File: config.mk
export PLATFORM = sky130hd
export DESIGN_NAME = exc_ctrl
export DESIGN_NICKNAME = d
export VERILOG_FILES = /design/src/rtl/exc_pkg.sv /design/src/rtl/sync2.sv /design/src/rtl/exc_ctrl.sv
export SDC_FILE = /design/constraint.sdc
export NUM_CORES = 1
export LEC_CHECK = 0
export ABC_AREA = 1
export CAP_MARGIN = 20
export CORE_UTILIZATION = 34
export DETAILED_ROUTE_END_ITERATION = 7
export PLACE_DENSITY = 0.85
export RECOVER_POWER = 50
export SYNTH_ARGS = -nofsm -noshare
export SYNTH_HDL_FRONTEND = slang
export SYNTH_HIERARCHICAL = 1
export SYNTH_SLANG_ARGS = --single-unit
export TNS_END_PERCENT = 10
File: constraint.sdc
create_clock -name clk -period 1.6 [get_ports clk]
set_input_delay 0.24 -clock clk [delete_from_list [all_inputs] [get_ports clk]]
set_output_delay 0.24 -clock clk [all_outputs]
set_load 0.02 [all_outputs]
File: src/rtl/exc_pkg.sv
// Shared types and constants for the exception controller.
package exc_pkg;

    typedef enum logic [1:0] {
        IDLE    = 2'b00,
        TAKEN   = 2'b01,
        HANDLER = 2'b10
    } exc_state_e;

    localparam logic [3:0] ES_NONE   = 4'b0000;
    localparam logic [3:0] ES_EXTIRQ = 4'b0001;
    localparam logic [3:0] ES_BADOP  = 4'b0010;

    localparam logic [63:0] EXC_VECTOR_DEFAULT = 64'h0000_0000_0000_00D8;

endpackage

File: src/rtl/sync2.sv
// Two-flop synchronizer for a single-bit level signal; both flops clear on reset.
module sync2 (
    input  logic clk_i,
    input  logic rst_ni,
    input  logic d_i,
    output logic q_o
);

    logic meta_q;
    logic sync_q;

    always_ff @(posedge clk_i or negedge rst_ni) begin
        if (!rst_ni) begin
            meta_q <= 1'b0;
            sync_q <= 1'b0;
        end else begin
            meta_q <= d_i;
            sync_q <= meta_q;
        end
    end

    assign q_o = sync_q;

endmodule

File: src/rtl/exc_ctrl.sv
// Exception/interrupt controller: ExtIRQ generation, ELR/ESR capture, PC redirect.
// Define EXC_IRQ_SYNC_EN to pass irq_req through a 2-flop synchronizer.
module exc_ctrl
    import exc_pkg::*;
#(
    parameter int unsigned     N          = 64,
    parameter logic [N-1:0]    EXC_VECTOR = EXC_VECTOR_DEFAULT,
    parameter int unsigned     CNT_W      = 8
) (
    input  logic             clk,
    input  logic             reset,
    input  logic             irq_req,
    output logic             irq_ack,
    output logic             ExtIRQ,
    input  logic [3:0]       EStatus,
    input  logic             ERet,
    input  logic [N-1:0]     pc,
    output logic             exc_take,
    output logic             eret_take,
    output logic [N-1:0]     next_exc_pc,
    output logic [N-1:0]     ELR,
    output logic [3:0]       ESR,
    output logic             in_handler,
    output logic             double_fault,
    output logic [CNT_W-1:0] exc_count
);

    exc_state_e       state_q, state_d;
    logic [N-1:0]     elr_q, elr_d;
    logic [3:0]       esr_q, esr_d;
    logic [CNT_W-1:0] cnt_q, cnt_d;
    logic             df_q, df_d;
    logic             irq_s;
    logic             exc_raised;

`ifdef EXC_IRQ_SYNC_EN
    sync2 u_irq_sync (
        .clk_i  (clk),
        .rst_ni (reset),
        .d_i    (irq_req),
        .q_o    (irq_s)
    );
`else
    assign irq_s = irq_req;
`endif

    assign exc_raised = (EStatus != ES_NONE);

    // Combinational requests are gated by reset so every output reads 0 while held.
    always_comb begin
        ExtIRQ      = reset && irq_s && (state_q == IDLE);
        exc_take    = reset && exc_raised && (state_q == IDLE);
        eret_take   = reset && ERet && (state_q != IDLE);
        next_exc_pc = exc_take ? EXC_VECTOR : elr_q;
        irq_ack     = (state_q == TAKEN) && (esr_q == ES_EXTIRQ);
        in_handler  = (state_q != IDLE);
    end

    always_comb begin
        state_d = state_q;
        elr_d   = elr_q;
        esr_d   = esr_q;
        cnt_d   = cnt_q;
        df_d    = df_q;
        unique case (state_q)
            IDLE: begin
                if (exc_raised) begin
                    state_d = TAKEN;
                    elr_d   = pc;
                    esr_d   = EStatus;
                    if (cnt_q != {CNT_W{1'b1}}) begin
                        cnt_d = cnt_q + 1'b1;
                    end
                end
            end
            TAKEN: begin
                state_d = ERet ? IDLE : HANDLER;
                if (exc_raised) begin
                    df_d = 1'b1;
                end
            end
            HANDLER: begin
                if (ERet) begin
                    state_d = IDLE;
                end
                if (exc_raised) begin
                    df_d = 1'b1;
                end
            end
            default: state_d = IDLE;
        endcase
    end

    always_ff @(posedge clk or negedge reset) begin
        if (!reset) begin
            state_q <= IDLE;
            elr_q   <= '0;
            esr_q   <= '0;
            cnt_q   <= '0;
            df_q    <= 1'b0;
        end else begin
            state_q <= state_d;
            elr_q   <= elr_d;
            esr_q   <= esr_d;
            cnt_q   <= cnt_d;
            df_q    <= df_d;
        end
    end

    assign ELR          = elr_q;
    assign ESR          = esr_q;
    assign double_fault = df_q;
    assign exc_count    = cnt_q;

endmodule

==> results of run 1 <==
kinds of logic after synthesis:
logic type,after synthesis
XOR/XNOR,3
AND/OR/NAND/NOR,210
adder cells (fa/ha/maj),4
AO/OA/AOI/OAI,66
flip-flops,79
buffers and inverters,95
sequential cells by signal (all words and copies together) (netlist names):
register	flops
ESR	4
exc_count	8
double_fault	1
state_q	2
ELR	64
report_power, final:
part	leakage, uW	switching, uW	internal [uW]
Clock	0.000120	731	1030
Combinational	0.00272	5950	4810
Sequential	0.000969	562	2950
Total	0.00381	7250	8790
per-layer routing:
layer	GRT usage	share of wire	up-vias	routed length, um
met4	0.0913	0.020	0	260
met2	0.395	0.54	157	6810
li1	-	-	1870	-
met3	0.0448	0.059	26	751
met1	0.257	0.38	1815	4880
met5	0	0	-	0
critical path, cell delays in order (launching register included):
cell and delay (ns):
dfrtp_1 0.40, inv_2 0.08, ha_4 0.15, nand2_4 0.05
nor2_4 0.14, buf_6 0.14, buf_12 0.13, clkbuf_16 0.15
nor2_2 0.04, buf_6 0.12
worst max path at each step:
stage	slack [ns]	to	cells after the start	startpoint
final	-0.41	next_exc_pc[41]	9	state_q[0]$_DFFE_PN0P_
after global routing	-0.50	next_exc_pc[41]	9	state_q[0]$_DFFE_PN0P_
after CTS	-0.46	next_exc_pc[20]	10	state_q[1]$_DFFE_PN0P_
after detailed placement	-0.72	next_exc_pc[61]	9	EStatus[0]
after global placement	-0.71	next_exc_pc[7]	8	EStatus[1]
after floorplan	-0.05	next_exc_pc[54]	7	state_q[0]$_DFFE_PN0P_
metrics by stage:
step                hold slack, ns  utilization  setup slack (ns)  instance area (um2)
global placement             0.440        0.608            -0.710                 6360
floorplan                  -0.0556            -           -0.0460                 3860
CTS                          0.285        0.632            -0.460                 6610
finish                       0.261        0.666            -0.407                 6970
detailed placement           0.463        0.608            -0.722                 6360
global route                 0.327        0.666            -0.495                 6970
layout by cell type (no fill, tap or decap), types with 21 or more instances in the layout:
cell	netlist	layout
nand2_1	126	126
clkdlybuf4s50_1	0	80
dfrtp_1	79	79
inv_1	73	70
buf_6	10	61
nor2_2	2	48
o21ai_0	45	45
dlymetal6s2s_1	0	45
buf_4	0	34
dlygate4sd2_1	0	21
layout make-up:
cell class                      count  share of cell area
Sequential cell                    79               0.284
Tap cell                          136              0.0244
Multi-Input combinational cell    283               0.216
Timing Repair Buffer              260               0.401
Inverter                           74              0.0413
Clock inverter                      6              0.0156
Clock buffer                       10              0.0183
what timing repair did:
| action | 4_1_cts | 5_1_grt |
|---|---|---|
| endpoints found under the setup margin | 100 | 124 |
| pin swaps | 6 | 3 |
| resized for setup | 391 | 114 |
| setup buffers | 6 | 2 |
| cloned | 2 | 2 |
==> flow_summary.toml, run 1 <==
[run_status]
status = "finished, violations left"
violations = "setup timing"

[drt]
drc = 0
wl_per_cell_um = 15.0
routed_wl_um = 12700
avgViaCountPerCell = 4.56
vias = 3868
ant_nets = 0
drt_first_pass_iters = 4
drtIter0Drc = 292

[logic_synthesis]
synth_seq_cells = 79
synth-edff-count = 0
synthMuxAreaShare = 0
synthCells = 457
synth_flop_cell = "dfrtp_1"
yosys.area.top_type = "dfrtp_1"
synth_compound_area_frac = 0.102
synth_top_area_share = 0.534
synth_most_common_cell = "nand2_1"
postSynth.asyncResetShare = 1.00
synth.area.top_cells = "dfrtp_1, nand2_1, inv_1"
synth_common_cells = "nand2_1, dfrtp_1, inv_1, nor2_1, o21ai_0"
yosysUniqueCellTypes = 23
netlist_area_um2 = 3700
postSynthAreaPerCell_um2 = 8.10
yosysSeqAreaShare = 0.534
synth_top_family_by_area = "simple AND/OR/NAND/NOR gates"
synth_fa_ha_area_frac = 0.0135
synthSimpleGateAreaFrac = 0.224
yosysWarnings = 6
synthXorXnorAreaFrac = 0.00709
syn_nets = 533

[layout]
fin_nets = 783
post_layout_nonfiller_instances = 848
diodes = 0
area_growth_pct = 88.1
multiInputGateArea_um2 = 1500
layout-drive-gt1-share = 0.294
fillCellCount = 800
seqCellArea_um2 = 1980

[worst_setup_path]
ff2ff_setup_slack_ns = 0.11
start_kind = "register"
crit_type = "reg2out"
reg2reg_depth = 9
r2r_end = "exc_count[7]$_DFFE_PN0P_"
cp_max_fo = 5
crit-reg2reg-launch = "state_q[0]$_DFFE_PN0P_"
worstPathArrival_ns = 1.77
crit_path_end_kind = "output port"
crit_required_ns = 1.36

[sta]
timing.final.ws_setup_ns = -0.407
min_period_ns = 2.01
fmax_ghz = 0.498
tns_ns = -22.24
slew_viol_final = 0
period_share = 1.25
hold_viol = 0
relSlewSlack = 0.334
setup_viol = 69
tightest_slew_ns = 0.999
finClkSkew_ns = 0.0121
rsz0062_at_grt = "true"

[place]
hpwl_um = 8970
gp_congestion = 0.835
dp.cells = 822
io_buffers = 217

[clock_tree]
clockRootBuffer = "clkbuf_8"
cts-htree-levels = 3
holdBufCountCts = 0
numCtsBuffers = 9
clock_path_buffers = 2
cts.sinks = 79
cts_tree = "built"
clk_latency_ns = 0.36
clk_pin_slew_ns = 0.09

[power_and_ir_drop]
p_leak_uw = 0.00381
fin_total_pwr_uw = 16000
cellPowerDensity_nw_per_um2 = 2300
ir_drop_v = 0.00110

[run]
max_cap_viol_count = 0

[worst_hold_path]
hp-class = "in2async"

[global_route]
grt_pass1_vias = 3898
grt.overflow.total = 0
grt_first_pass_wirelength_um = 19400
grt_start_max_net_pins = 80
grt_use_total = 0.221
antenna_found_initial = 0

[die]
start_util = 0.354
io_pins = 218
die_h_um = 106
rows = 37
die_w_um = 106
dieArea_um2 = 11300
core_area_um2 = 10500
Note: power is estimated with default switching activity, not from simulation.
==> run 2, diff against run 1 <==
--- a/config.mk
+++ b/config.mk
@@ -7,6 +7,7 @@
 export LEC_CHECK = 0
 export ABC_AREA = 1
 export CAP_MARGIN = 20
+export CORE_MARGIN = 2
 export CORE_UTILIZATION = 34
 export DETAILED_ROUTE_END_ITERATION = 7
 export PLACE_DENSITY = 0.85
==> run 2 against run 1 <==
  * Highest routed layer is now met5
  * Critical path type unchanged
  * Critical path depth unchanged
  * Critical endpoint is now next_exc_pc[37]
  * Die area rose by 3.8%
  * Combinational power decreased by 6%
  * The flow still finishes with violations (setup timing)
  * Largest cell class unchanged
==> flow_summary.toml, run 2 (synthesized netlist as in run 1, its figures left out) <==
[layout]
post_layout_nonfiller_instances = 847
final_area_um2 = 6660
diodes = 0
fin_nets = 779
seqCellArea_um2 = 1980
layout-drive-gt1-share = 0.286
fillCellCount = 935
layout_common_cells = "nand2_1, clkdlybuf4s50_1, dfrtp_1, inv_1, nor2_2"
area_growth_pct = 79.7
largest_reg_flops = 64
multiInputGateArea_um2 = 1490
mostFrequentLayoutCell = "nand2_1"

[worst_setup_path]
r2r_end = "ELR[59]$_DFFE_PN0P_"
reg2reg_depth = 8
slowest_stage = "dfrtp_1"
crit_top_cell = "buf_4"
ff2ff_setup_slack_ns = 0
crit-reg2reg-launch = "state_q[1]$_DFFE_PN0P_"
crit_required_ns = 1.36
crit_type = "reg2out"
cp_slowest_stage_delay_ns = 0.39
worstPathArrival_ns = 1.75
cp_max_fo = 9
crit_path_end_kind = "output port"
worstPathCellList = "inv_2 > ha_4 > nand2_4 > nor2_4 > buf_12 > buf_4 > buf_16 > nor2_2 > buf_4"
start_kind = "register"

[run]
max_cap_viol_count = 0

[run_status]
violations = "setup timing"
status = "finished, violations left"

[place]
gp_congestion = 0.829
placed_area_um2 = 6320
io_buffers = 217
dp.cells = 821
hpwl_um = 9110

[worst_hold_path]
hp-class = "in2async"

[drt]
drtIter0Drc = 223
routed_wl_um = 12300
drc = 0
drt_first_pass_iters = 4
ant_nets = 0
wl_per_cell_um = 14.5
avgViaCountPerCell = 4.46
vias = 3776

[global_route]
grt.overflow.total = 0
grt_use_total = 0.197
grt_start_max_net_pins = 80
grt_first_pass_wirelength_um = 18000
grt_pass1_vias = 3704
antenna_found_initial = 1

[power_and_ir_drop]
ir_drop_v = 0.00101
p_leak_uw = 0.00358
cellPowerDensity_nw_per_um2 = 2280

[die]
die_w_um = 108
rows = 38
dieArea_um2 = 11700
die_h_um = 108
core_area_um2 = 10700
io_pins = 218
start_util = 0.345

[clock_tree]
clockRootBuffer = "clkbuf_8"
clock_path_buffers = 2
clk_pin_slew_ns = 0.08
cts.sinks = 79
numCtsBuffers = 9
clk_latency_ns = 0.35
cts_tree = "built"
holdBufCountCts = 0
cts-htree-levels = 3

[sta]
hold_viol = 0
setup_viol = 68
relSlewSlack = 0.419
period_share = 1.24
rsz0062_at_grt = "true"
timing.final.ws_setup_ns = -0.390
fmax_ghz = 0.503
min_period_ns = 1.99
slew_viol_final = 0
tightest_slew_ns = 0.872
finClkSkew_ns = 0.00617
run 2: changes by cell type in the layout (fill, tap and decap cells not counted), sizes merged:
cell	previous run	this run
inv	74	73
buf	112	101
clkinvlp	0	1
bufinv	3	1
clkdlybuf4s50	80	94
clkinv	3	2
dlygate4sd2	21	19
dlymetal6s2s	45	33
clkbuf	12	21
run 2: worst max-delay path, delay by kind of cell, from the launching register on:
kind,cells,cell delay (ns)
adder cells (fa/ha/maj),1,0.15
AND/OR/NAND/NOR,3,0.22
buffers and inverters,5,0.63
flip-flops,1,0.39
run 2: worst max path at each step:
stage | startpoint | to | slack, ns
floorplan | state_q[0]$_DFFE_PN0P_ | next_exc_pc[54] | -0.05
CTS | state_q[0]$_DFFE_PN0P_ | next_exc_pc[25] | -0.50
detailed placement | EStatus[1] | next_exc_pc[55] | -0.74
global placement | EStatus[1] | next_exc_pc[41] | -0.67
global route | state_q[0]$_DFFE_PN0P_ | next_exc_pc[62] | -0.48
finish | state_q[0]$_DFFE_PN0P_ | next_exc_pc[37] | -0.39
run 2: stage by stage:
step | TNS, ns | hold WS (ns) | power (uW) | worst slack [ns] | util
2_1_floorplan | -1.37 | -0.0556 | 8890 | -0.0460 | -
3_3_place_gp | -51.02 | 0.456 | 13500 | -0.672 | 0.588
3_5_place_dp | -57.80 | 0.450 | 13700 | -0.737 | 0.588
4_1_cts | -23.23 | 0.284 | 14700 | -0.498 | 0.591
5_1_grt | -29.59 | 0.289 | 16100 | -0.478 | 0.619
6_report | -22.38 | 0.213 | 15100 | -0.390 | 0.619
run 2: where the power goes:
part	internal [uW]	switching, uW	leakage [uW]
Sequential	2950	583	0.000969
Clock	796	697	0.0000985
Combinational	4340	5790	0.00251
run 2: per-layer routing:
metal,wire length (um),GRT usage
met5,13,0
met4,286,0.0723
met3,865,0.0542
met2,6580,0.358
met1,4550,0.221
run 2: layout make-up:
class,count,area share
inverters,74,0.0436
multi-input cells,283,0.223
flip-flops and latches,79,0.297
clock buffers,12,0.0233
clock inverters,3,0.00639
well taps,140,0.0263
repair buffers,256,0.380
run 2: timing repair:
action	4_1_cts	5_1_grt
gates resized for setup	293	134
setup endpoints to repair	91	136
gates cloned	0	2
pin swaps	1	0
buffers inserted	0	8
==> run 3, diff against run 2 <==
--- a/config.mk
+++ b/config.mk
@@ -9,6 +9,7 @@
 export CAP_MARGIN = 20
 export CORE_MARGIN = 2
 export CORE_UTILIZATION = 34
+export CTS_CLUSTER_DIAMETER = 40
 export DETAILED_ROUTE_END_ITERATION = 7
 export PLACE_DENSITY = 0.85
 export RECOVER_POWER = 50
==> constraint.sdc (replaced) <==
create_clock -name clk -period 1.6 [get_ports clk]
set_input_delay 0.32 -clock clk [delete_from_list [all_inputs] [get_ports clk]]
set_output_delay 0.32 -clock clk [all_outputs]
set_load 0.02 [all_outputs]
==> run 3 against run 2 <==
  * The run still ends with setup timing left
  * Non-clock buffer count increased by 10
  * Sequential share of layout area shrank 2.0 points
  * Register-to-register slack about the same
  * Via count rose by 3.5%
  * Critical path depth unchanged
  * Count of clock-buffer cells in the layout grew 1
  * Sequential power about the same
  * Combinational power up 12%
  * Clock skew up 0.0019 ns
  * Hold slack better by 0.14 ns
==> flow_summary.toml, run 3 (synthesized netlist as in run 1, its figures left out) <==
[clock_tree]
clockRootBuffer = "clkbuf_8"
clk_pin_slew_ns = 0.08
numCtsBuffers = 9
clock_path_buffers = 2
cts.sinks = 79
cts-htree-levels = 3
cts_tree = "built"
clk_latency_ns = 0.35
holdBufCountCts = 0

[drt]
wl_per_cell_um = 14.7
ant_nets = 0
drt_first_pass_iters = 5
avgViaCountPerCell = 4.55
routed_wl_um = 12600
vias = 3907
drtIter0Drc = 241
drc = 0

[global_route]
grt.overflow.total = 0
gr-usage-met1 = 0.231
antenna_found_initial = 1
busiest_layer = "met2"
grt_first_pass_wirelength_um = 19300
grt_pass1_vias = 3957
grt.met3_usage = 0.0549
grtUsageMet2 = 0.384
grt_use_total = 0.211
grt_start_max_net_pins = 80

[worst_setup_path]
start_kind = "register"
reg2reg_depth = 9
r2r_end = "exc_count[6]$_DFFE_PN0P_"
crit_type = "reg2out"
ff2ff_setup_slack_ns = 0.01
cp_max_fo = 6
crit_path_end_kind = "output port"
worstPathArrival_ns = 1.76
crit_required_ns = 1.28
crit-reg2reg-launch = "state_q[0]$_DFFE_PN0P_"

[power_and_ir_drop]
cellPowerDensity_nw_per_um2 = 2310
p_leak_uw = 0.00351
ir_drop_v = 0.00110

[sta]
slew_viol_final = 0
hold_viol = 0
fmax_ghz = 0.481
period_share = 1.30
setup_viol = 69
tightest_slew_ns = 1.37
relSlewSlack = 0.0887
tns_ns = -27.83
rsz0062_at_grt = "true"
timing.final.ws_setup_ns = -0.477
finClkSkew_ns = 0.00812
min_period_ns = 2.08
hold_ws_ns = 0.357

[place]
gp_congestion = 0.824
io_buffers = 217
pre_cts_ws_ns = -0.896
hpwl_um = 9500

[worst_hold_path]
hp-class = "in2reg"
min_path_cells = 3
hold_end = "ESR[2]$_DFFE_PN0P_"
holdCritStartpoint = "EStatus[2]"

[layout]
area_growth_pct = 92.5
fin_nets = 789
largest_reg_flops = 64
layout_common_cells = "nand2_1, dlygate4sd2_1, dfrtp_1, inv_1, clkdlybuf4s50_1"
mostFrequentLayoutCell = "nand2_1"
layout-drive-gt1-share = 0.301

[die]
die_w_um = 108
io_pins = 218
rows = 38
core_area_um2 = 10700
dieArea_um2 = 11700
die_h_um = 108
start_util = 0.345

[run_status]
violations = "setup timing"
status = "finished, violations left"

[run]
max_cap_viol_count = 0
-- run 3: cell count changes in the layout (fill, tap and decap cells not counted), sizes merged --
| cell | change |
|---|---|
| clkbuf | -5 |
| clkinv | -1 |
| clkinvlp | -1 |
| bufinv | +1 |
| diode | +1 |
| dlygate4sd2 | +61 |
| inv | +1 |
| clkdlybuf4s50 | -28 |
| buf | +16 |
| dlymetal6s2s | -33 |
-- run 3: critical path, cell delays in order (launching register included) --
cell and delay (ns):
dfrtp_1 0.41, inv_2 0.09, ha_4 0.16, nand2_8 0.05
nor2_4 0.14, buf_12 0.15, buf_12 0.11, buf_12 0.13
nor2_4 0.04, buf_6 0.12
-- run 3: through the flow --
| stage | std cells | utilization | instance area (um2) | total power, uW |
|---|---|---|---|---|
| floorplan | 457 | - | 4180 | 9670 |
| global placement | 832 | 0.629 | 6760 | 14500 |
| detailed placement | 832 | 0.629 | 6760 | 14900 |
| CTS | 856 | 0.658 | 7080 | 16500 |
| global route | 858 | 0.663 | 7130 | 17500 |
| finish | 859 | 0.663 | 7130 | 16400 |
-- run 3: how the worst max path moves through the flow --
stage	slack (ns)	start	end
CTS	-0.53	state_q[0]$_DFFE_PN0P_	next_exc_pc[30]
floorplan	-0.03	state_q[0]$_DFFE_PN0P_	next_exc_pc[10]
global placement	-0.86	EStatus[1]	next_exc_pc[61]
detailed placement	-0.90	EStatus[0]	next_exc_pc[26]
global route	-0.58	state_q[0]$_DFFE_PN0P_	next_exc_pc[32]
finish	-0.48	state_q[0]$_DFFE_PN0P_	next_exc_pc[30]
-- run 3: layout make-up --
class / instances / area, um2
inverter: 74 / 280
clock buffer: 13 / 159
tap: 140 / 175
sequential: 79 / 1980
multi-input combinational: 283 / 1730
antenna: 1 / 2.50
clock inverter: 3 / 65.1
fill: 873 / 3620
timing repair buffer: 266 / 2740
-- run 3: layer usage --
layer  share of wire  wire length, um
met1            0.37             4740
met5               0                0
met4           0.022              284
met3           0.068              862
met2            0.53             6750
-- run 3: what timing repair did --
action / in CTS / in global routing
setup buffers: 7 / 1
gates cloned: 1 / 0
pin swaps: 11 / 7
resized for setup: 490 / 7
endpoints found under the setup margin: 164 / 80
-- run 3: power by group --
| group | internal [uW] | switching (uW) |
|---|---|---|
| Sequential | 2950 | 555 |
| Clock | 964 | 710 |
| Combinational | 4930 | 6320 |
